### src/rtl/posit_mult_pkg.sv
// Shared constants for the posit multiplier: special encodings built at a
// fixed maximum width and sliced down to N bits by each user.
package posit_mult_pkg;

    localparam int MAX_N = 64;

    function automatic logic [MAX_N-1:0] width_mask(input int n);
        return ~({MAX_N{1'b1}} << n);
    endfunction

    function automatic logic [MAX_N-1:0] posit_nar(input int n);
        logic [MAX_N-1:0] r;
        r        = {MAX_N{1'b0}};
        r[n-1]   = 1'b1;
        return r;
    endfunction

    function automatic logic [MAX_N-1:0] posit_zero(input int n);
        return {MAX_N{1'b0}} & width_mask(n);
    endfunction

    function automatic logic [MAX_N-1:0] posit_maxpos(input int n);
        return {MAX_N{1'b1}} >> (MAX_N - n + 1);
    endfunction

    function automatic logic [MAX_N-1:0] posit_minpos(input int n);
        return {{(MAX_N-1){1'b0}}, 1'b1} & width_mask(n);
    endfunction

endpackage

### src/rtl/posit_mult_decode.sv
// Posit operand decoder: sign, regime value k, exponent, fraction and the
// zero/NaR special cases of one N-bit posit.
module posit_decode
    import posit_mult_pkg::*;
#(
    parameter int N  = 16,
    parameter int es = 1,
    parameter int KW = $clog2(N) + 2,
    parameter int EW = (es > 0) ? es : 1,
    parameter int FW = N - 1 - es
) (
    input  logic [N-1:0]         p,
    output logic                 sign,
    output logic                 is_zero,
    output logic                 is_nar,
    output logic signed [KW-1:0] k,
    output logic [EW-1:0]        e,
    output logic [FW-1:0]        frac
);

    localparam int CW = KW - 1;
    localparam logic [MAX_N-1:0] NAR_W  = posit_nar(N);
    localparam logic [MAX_N-1:0] ZERO_W = posit_zero(N);
    localparam logic [N-1:0]     NAR_C  = NAR_W[N-1:0];
    localparam logic [N-1:0]     ZERO_C = ZERO_W[N-1:0];
    localparam logic [N-2:0]     ONE_B  = {{(N-2){1'b0}}, 1'b1};

    logic [N-2:0]         body;
    logic [N-2:0]         rem;
    logic                 rbit;
    logic                 run;
    logic [CW-1:0]        m;
    logic signed [KW-1:0] mk;

    // Field extraction: regime run length, then exponent and fraction left-aligned
    always_comb begin
        sign    = p[N-1];
        is_zero = (p == ZERO_C);
        is_nar  = (p == NAR_C);
        // The low N-1 bits of the two's complement are all the magnitude we need
        body    = p[N-1] ? (~p[N-2:0] + ONE_B) : p[N-2:0];
        rbit    = body[N-2];
        m       = {CW{1'b0}};
        run     = 1'b1;
        for (int i = N - 2; i >= 0; i--) begin
            if (run && (body[i] == rbit)) begin
                m = m + CW'(1);
            end else begin
                run = 1'b0;
            end
        end
        rem = body << (m + CW'(1));
        mk  = $signed({1'b0, m});
        if (rbit) begin
            k = mk - $signed(KW'(1));
        end else begin
            k = -mk;
        end
        e    = (es > 0) ? rem[N-2 -: EW] : {EW{1'b0}};
        frac = rem[FW-1:0];
    end

endmodule

### src/rtl/posit_mult.sv
// Single-stage posit multiplier: two decoders, combinational multiply,
// normalise, re-encode and round-to-nearest-even, then one output register.
module posit_mult
    import posit_mult_pkg::*;
#(
    parameter int N  = 16,
    parameter int es = 1
) (
    input  logic         clk,
    input  logic         rst_n,
    input  logic [N-1:0] in1,
    input  logic [N-1:0] in2,
    input  logic         start,
    output logic [N-1:0] out,
    output logic         inf,
    output logic         zero,
    output logic         done
);

    localparam int KW = $clog2(N) + 2;
    localparam int EW = (es > 0) ? es : 1;
    localparam int FW = N - 1 - es;
    localparam int PW = 2 * FW + 2;
    localparam int MW = PW - 1;
    localparam int SW = $clog2(N) + es + 5;
    localparam int TW = es + MW;
    localparam int XW = 1 + TW + N;

    localparam logic [MAX_N-1:0] NAR_W  = posit_nar(N);
    localparam logic [MAX_N-1:0] ZERO_W = posit_zero(N);
    localparam logic [MAX_N-1:0] MAXP_W = posit_maxpos(N);
    localparam logic [MAX_N-1:0] MINP_W = posit_minpos(N);
    localparam logic [N-1:0]     NAR_C  = NAR_W[N-1:0];
    localparam logic [N-1:0]     ZERO_C = ZERO_W[N-1:0];
    localparam logic [N-1:0]     MAXP_C = MAXP_W[N-1:0];
    localparam logic [N-1:0]     MINP_C = MINP_W[N-1:0];
    localparam logic [N-1:0]     ONE_C  = {{(N-1){1'b0}}, 1'b1};
    localparam logic signed [SW-1:0] K_MAX = SW'(N - 2);
    localparam logic signed [SW-1:0] K_MIN = -K_MAX;

    logic                 sign_a, zero_a, nar_a;
    logic                 sign_b, zero_b, nar_b;
    logic signed [KW-1:0] k_a, k_b;
    logic [EW-1:0]        e_a, e_b;
    logic [FW-1:0]        frac_a, frac_b;

    logic [FW:0]          sig_a, sig_b;
    logic [PW-1:0]        prod;
    logic                 ovf;
    logic [MW-1:0]        mant;
    logic signed [SW-1:0] scale;
    logic signed [SW-1:0] k_r;
    logic signed [SW-1:0] e_low;
    logic [SW-1:0]        run_len;
    logic [TW-1:0]        tail;
    logic [XW-1:0]        x_v, fill, y;
    logic [N-2:0]         body, body_r;
    logic                 guard, sticky, rnd;
    logic [N-1:0]         mag, res;

    logic [N-1:0] out_d, out_q;
    logic         inf_d, inf_q;
    logic         zero_d, zero_q;
    logic         done_d, done_q;

    posit_decode #(.N(N), .es(es)) u_dec_a (
        .p       (in1),
        .sign    (sign_a),
        .is_zero (zero_a),
        .is_nar  (nar_a),
        .k       (k_a),
        .e       (e_a),
        .frac    (frac_a)
    );

    posit_decode #(.N(N), .es(es)) u_dec_b (
        .p       (in2),
        .sign    (sign_b),
        .is_zero (zero_b),
        .is_nar  (nar_b),
        .k       (k_b),
        .e       (e_b),
        .frac    (frac_b)
    );

    // Multiply significands, normalise, rebuild regime/exponent/fraction and round
    always_comb begin
        sig_a = {1'b1, frac_a};
        sig_b = {1'b1, frac_b};
        prod  = PW'(sig_a) * PW'(sig_b);
        ovf   = prod[PW-1];
        mant  = ovf ? prod[PW-2:0] : {prod[PW-3:0], 1'b0};
        scale = ((SW'(k_a) + SW'(k_b)) <<< es) + SW'(e_a) + SW'(e_b) + SW'(ovf);
        k_r   = scale >>> es;
        e_low = scale - (k_r <<< es);
        tail  = (TW'(e_low) << MW) | TW'(mant);
        // The regime is the run of fill bits in front of the terminator bit
        run_len = k_r[SW-1] ? -k_r : (k_r + SW'(1));
        x_v     = {k_r[SW-1], tail, {N{1'b0}}};
        fill    = k_r[SW-1] ? {XW{1'b0}} : ~({XW{1'b1}} >> run_len);
        y       = (x_v >> run_len) | fill;
        body    = y[XW-1 -: N-1];
        guard   = y[XW-N];
        sticky  = |y[XW-N-1:0];
        rnd     = guard & (sticky | body[0]) & ~(&body);
        body_r  = body + {{(N-2){1'b0}}, rnd};
        if (k_r > K_MAX) begin
            mag = MAXP_C;
        end else if (k_r < K_MIN) begin
            mag = MINP_C;
        end else begin
            mag = {1'b0, body_r};
        end
        res = (sign_a ^ sign_b) ? (~mag + ONE_C) : mag;
    end

    // Next output state: capture a result on start, otherwise hold it
    always_comb begin
        done_d = start;
        if (start) begin
            if (nar_a || nar_b) begin
                out_d  = NAR_C;
                inf_d  = 1'b1;
                zero_d = 1'b0;
            end else if (zero_a || zero_b) begin
                out_d  = ZERO_C;
                inf_d  = 1'b0;
                zero_d = 1'b1;
            end else begin
                out_d  = res;
                inf_d  = 1'b0;
                zero_d = 1'b0;
            end
        end else begin
            out_d  = out_q;
            inf_d  = inf_q;
            zero_d = zero_q;
        end
    end

    // Output register stage
    always_ff @(posedge clk or negedge rst_n) begin
        if (!rst_n) begin
            out_q  <= {N{1'b0}};
            inf_q  <= 1'b0;
            zero_q <= 1'b0;
            done_q <= 1'b0;
        end else begin
            out_q  <= out_d;
            inf_q  <= inf_d;
            zero_q <= zero_d;
            done_q <= done_d;
        end
    end

    assign out  = out_q;
    assign inf  = inf_q;
    assign zero = zero_q;
    assign done = done_q;

endmodule

### config.mk
export PLATFORM = sky130hd
export DESIGN_NAME = posit_mult
export DESIGN_NICKNAME = d
export VERILOG_FILES = /design/src/rtl/posit_mult_pkg.sv /design/src/rtl/posit_mult_decode.sv /design/src/rtl/posit_mult.sv
export SDC_FILE = /design/constraint.sdc
export NUM_CORES = 1
export LEC_CHECK = 0
export ABC_AREA = 1
export CORE_AREA = 2 2 159 161
export DETAILED_ROUTE_END_ITERATION = 16
export DIE_AREA = 0 0 161 163
export HOLD_SLACK_MARGIN = 0.02
export PLACE_DENSITY = 0.9
export SETUP_SLACK_MARGIN = 0.05
export SLEW_MARGIN = 20
export SYNTH_ARGS = -nofsm -noshare
export SYNTH_HDL_FRONTEND = slang
export SYNTH_SLANG_ARGS = --single-unit
export TNS_END_PERCENT = 30
### constraint.sdc
create_clock -name clk -period 2.1 [get_ports clk]
set_clock_uncertainty 0.15 [all_clocks]
set_input_delay 0.315 -clock clk [delete_from_list [all_inputs] [get_ports clk]]
set_output_delay 0.315 -clock clk [all_outputs]
set_load 0.005 [all_outputs]
==> results.md, run 1 <==
- Outcome: did not finish
- Stopped at: clock tree synthesis
- Stop err: [ERROR DPL-0038] Utilization greater than 100%, impossible to legalize
- Ys flop type: dfrtp_1
- Syn Nets: 3101
- Postcts setup bufs: 123
- #FFs+latches synth: 19
- Clock Sinks: 19
- # IOs: 54
- Chip width: 161 µm
- Mean Syn Cell Area: 6.15 µm²
- Top-count cell post-synth: nand2_1
- Clk root buf: clkbuf_16
- Top cells by area, synth: fa_1, nand2_1, inv_1
- Mapped cell area: 17000 µm²
- Share of the synthesized area in the top cell type: 19.9%
- Cell variety after synth: 69
- Final HPWL DP: 63.6 mm
- Placed cells: 3734
- RD Place Congestion: 1.06
- # rows: 58
- Die Y: 163 µm
- Syn. warnings: 0
- H-Tree Level Count: 1
- Cells after synthesis: 2767
- Post-synth EDFFs: 0
- Share of synthesized registers carrying an async set or reset: 100%
- Clk buf depth: 2
- Synth area leader: fa_1
- Post-synth top cells: nand2_1, inv_1, nor2_1
- Post-DP Area: 23100 µm²
- Port Buffer Count: 53
- Starting Density: 69.0%
- CTS Hold Bufs: 0
- Post-synthesis sequential area ratio: 2.79%
- CTS resizes: 514
- Pre-CTS WS: -17.55 ns
- Num CTS Buffers: 3
-- metrics by stage --
step | setup TNS, ns | util (%)
3_5_place_dp | -278.24 | 93.7
3_3_place_gp | -249.21 | 93.7
2_1_floorplan | -226.78 | -
-- logic make-up after synthesis --
| group | share of synthesized area [%] |
|---|---|
| AND/OR/NAND/NOR | 38.3 |
| buffers and inverters | 13.5 |
| AO/OA/AOI/OAI | 11.6 |
| adder cells (fa/ha/maj) | 29.4 |
| XOR/XNOR | 3.95 |
| flip-flops | 2.79 |
| multiplexers | 0.412 |
==> run 2: changes to the inputs <==
- CORE_AREA: 2 2 159 161 -> 2 2 210 212
- DIE_AREA: 0 0 161 163 -> 0 0 212 214
- HOLD_SLACK_MARGIN: 0.02 -> unset
- PLACE_DENSITY: 0.9 -> unset
- PLACE_DENSITY_LB_ADDON: unset -> 0.15
- SETUP_SLACK_MARGIN: 0.05 -> unset
==> run 2 against run 1 <==
  * Synthesized cell count stayed put
  * Area after synthesis is the same
  * The flow now finishes, with violations (setup timing)
==> results.md, run 2 <==
- Starting Density: 39.7% (-29 points)
- Ys flop type: dfrtp_1
- Max Freq: 57.9 MHz
- Vias: 20437
- Setup violators final: 18
- Remaining DRCs: 0
- Post-synthesis sequential area ratio: 2.79% (unchanged)
- Mean Syn Cell Area: 6.15 µm² (unchanged)
- Die area: 45400 µm²
- Port Buffer Count: 53 (unchanged)
- Layout Nets: 3938
- Syn. warnings: 0 (unchanged)
- CP top delay family: adder cells
- Clk root buf: clkbuf_16
- Syn Nets: 3101 (unchanged)
- Die Y: 214 µm (+31%)
- All-Layer GR Usage: 26.0%
- First-pass GRT wire length: 98.8 mm
- Fin Hold WS: 0.243 ns
- Share of synthesized registers carrying an async set or reset: 100% (unchanged)
- Synth area leader: fa_1
- Final HPWL DP: 48.4 mm (-24%)
- Post-DRT Antenna Nets: 0
- #FFs+latches synth: 19 (unchanged)
- Fillers: 3951
- Cell variety after synth: 69 (unchanged)
- Area delta synth->final: 55.6%
- Num CTS Buffers: 3 (unchanged)
- Tightest Hold Check Type: in -> async
- Critical Path End Type: flop
- Critical Path RT: 2.10 ns
- Pre-antenna DRT Iters: 6
- Crit-path max FO: 10
- Vias in the first global route: 20881
- Failing checks: setup timing
- Clock Sinks: 19 (unchanged)
- Final setup margin: -15.17 ns
- # IOs: 54 (unchanged)
- Fin crit share: 822%
- # diodes: 0
- Most common library cell in the layout ignoring fill and taps: buf_4
- Post-route minimum period: 17.27 ns
- Crit path DAT: 17.27 ns
- RD Place Congestion: 0.984 (-7.3%)
- CORE AREA: 42900 µm²
- Mapped cell area: 17000 µm² (unchanged)
- Top-count cell post-synth: nand2_1
- Most frequent cells in the layout: buf_4, nand2_1, inv_1, nor2_1, nand3_1
- H-Tree Level Count: 1 (unchanged)
- Max Slew Vio Count: 0
- Worst-path clk slew: 0.06 ns
- Worst setup SP type: primary input
- Fin. Hold Viols: 0
- Post-synth top cells: nand2_1, inv_1, nor2_1
- TritonCTS clock tree: done
- Share of cells above drive strength 1: 38.9%
- Share of the synthesized area in the top cell type: 19.9% (unchanged)
- Clock latency on the worst-skew pair: 0.25 ns
- Critical path buffers and inverters: 29
- Max transition margin: 53.5%
- Maxcap violations: 0
- Initial DRC Count: 1040
- Post-synth EDFFs: 0 (unchanged)
- RSZ-0062 raised after global routing: true
- # rows: 76 (+31%)
- Clk buf depth: 2 (unchanged)
- Reg-to-reg setup timing slack: 1.20 ns
- Chip width: 212 µm (+32%)
- CP peak stage delay: 0.54 ns
- Top cells by area, synth: fa_1, nand2_1, inv_1
- Largest net degree at the start of global routing: 36
- Max reg flops: 16
- Total gr overflow: 0
- Setup TNS: -240.21 ns
- Fin util: 61.7%
- Cells after synthesis: 2767 (unchanged)
- Outcome: finished, violations left
- Critical-path top delay cell: fa_2
- Routed wire length: 58.6 mm
- Antenna violations before repair: 0
- Worst-Margin Slew: 0.690 ns
- Kind of critical path: in -> reg
- Via/cell ratio: 4.88
- WL per Instance: 14.0 µm
## run 2: cell counts after synthesis
Identical to the previous run, type by type.
## run 2: path summary, 6_finish.rpt
path / start / depth (start not counted) / end
worst min-delay path: rst_n / 2 / out[0]
min in group clk: out[13] / 2 / out[13]
max in group asynchronous: rst_n / 2 / done
worst min register to register: out[13] / 2 / out[13]
worst max-delay path: in1[0] / 119 / out[14]
worst max register to register: out[15] / 2 / out[15]
## run 2: worst register-to-register path, delay by kind of cell (launching register included)
kind | cells | cell delay, ns
simple gates | 1 | 0.07
flops | 1 | 0.39
compound gates | 1 | 0.17
## run 2: layout make-up
class	instances	area [µm²]	area share, %
Clock inverter	1	5.00	0.0189
Multi-Input combinational cell	2163	16100	60.6
Clock buffer	3	75.1	0.284
Timing Repair Buffer	901	7090	26.8
Sequential cell	19	475	1.80
Inverter	515	2030	7.66
Timing Repair inverter	1	8.76	0.0331
Tap cell	585	732	2.76
## run 2: through the flow
step                area [µm²]  worst slack, ns  std cells
finish                   26500           -15.17       4188
global route             26500           -16.12       4188
CTS                      25500           -15.29       4164
detailed placement       23900           -16.56       4053
global placement         23900           -16.23       4053
floorplan                17600           -14.47       2767
## run 2: per-layer routing
metal  wire, µm  share of wire (%)  up-vias  global-route usage [%]
li1           -                  -    10394                       -
met1      26500                 45     9561                    34.7
met2      28700                 49      407                    46.1
met3       2160                3.7       75                    1.76
met4       1150                2.0        0                    4.98
met5          0                  0        -                       0
## run 2: timing repair
| item | CTS | global route |
|---|---|---|
| setup endpoints to repair | 18 | 18 |
| pin swaps | 174 | 166 |
| resized for setup | 283 | 209 |
| hold buffers | 0 | 0 |
| endpoints found under the hold margin | 0 | 0 |
| cloned | 5 | 0 |
| buffers inserted | 104 | 24 |
## run 2: cell families after synthesis
group	Yosys count	share of synthesized area, %
muxes	7	0.412
xor gates and xnor gates	75	3.95
and+or+nand+nor	1432	38.3
AOI/OAI and AO/OA	346	11.6
buffers and inverters	589	13.5
DFF	19	2.79
adders and majority gates	299	29.4
Power of run 2 is left out: the tool's default activity adds up to more than one toggle a clock period on the data nets, which glitch-free logic cannot reach.
==> run 3: changes to the inputs <==
- GPL_ROUTABILITY_DRIVEN: unset -> 1
==> results of run 3 <==
Final layout, timing and power as in run 2 (identical DEF).
Power of run 3 is left out for the same reason.
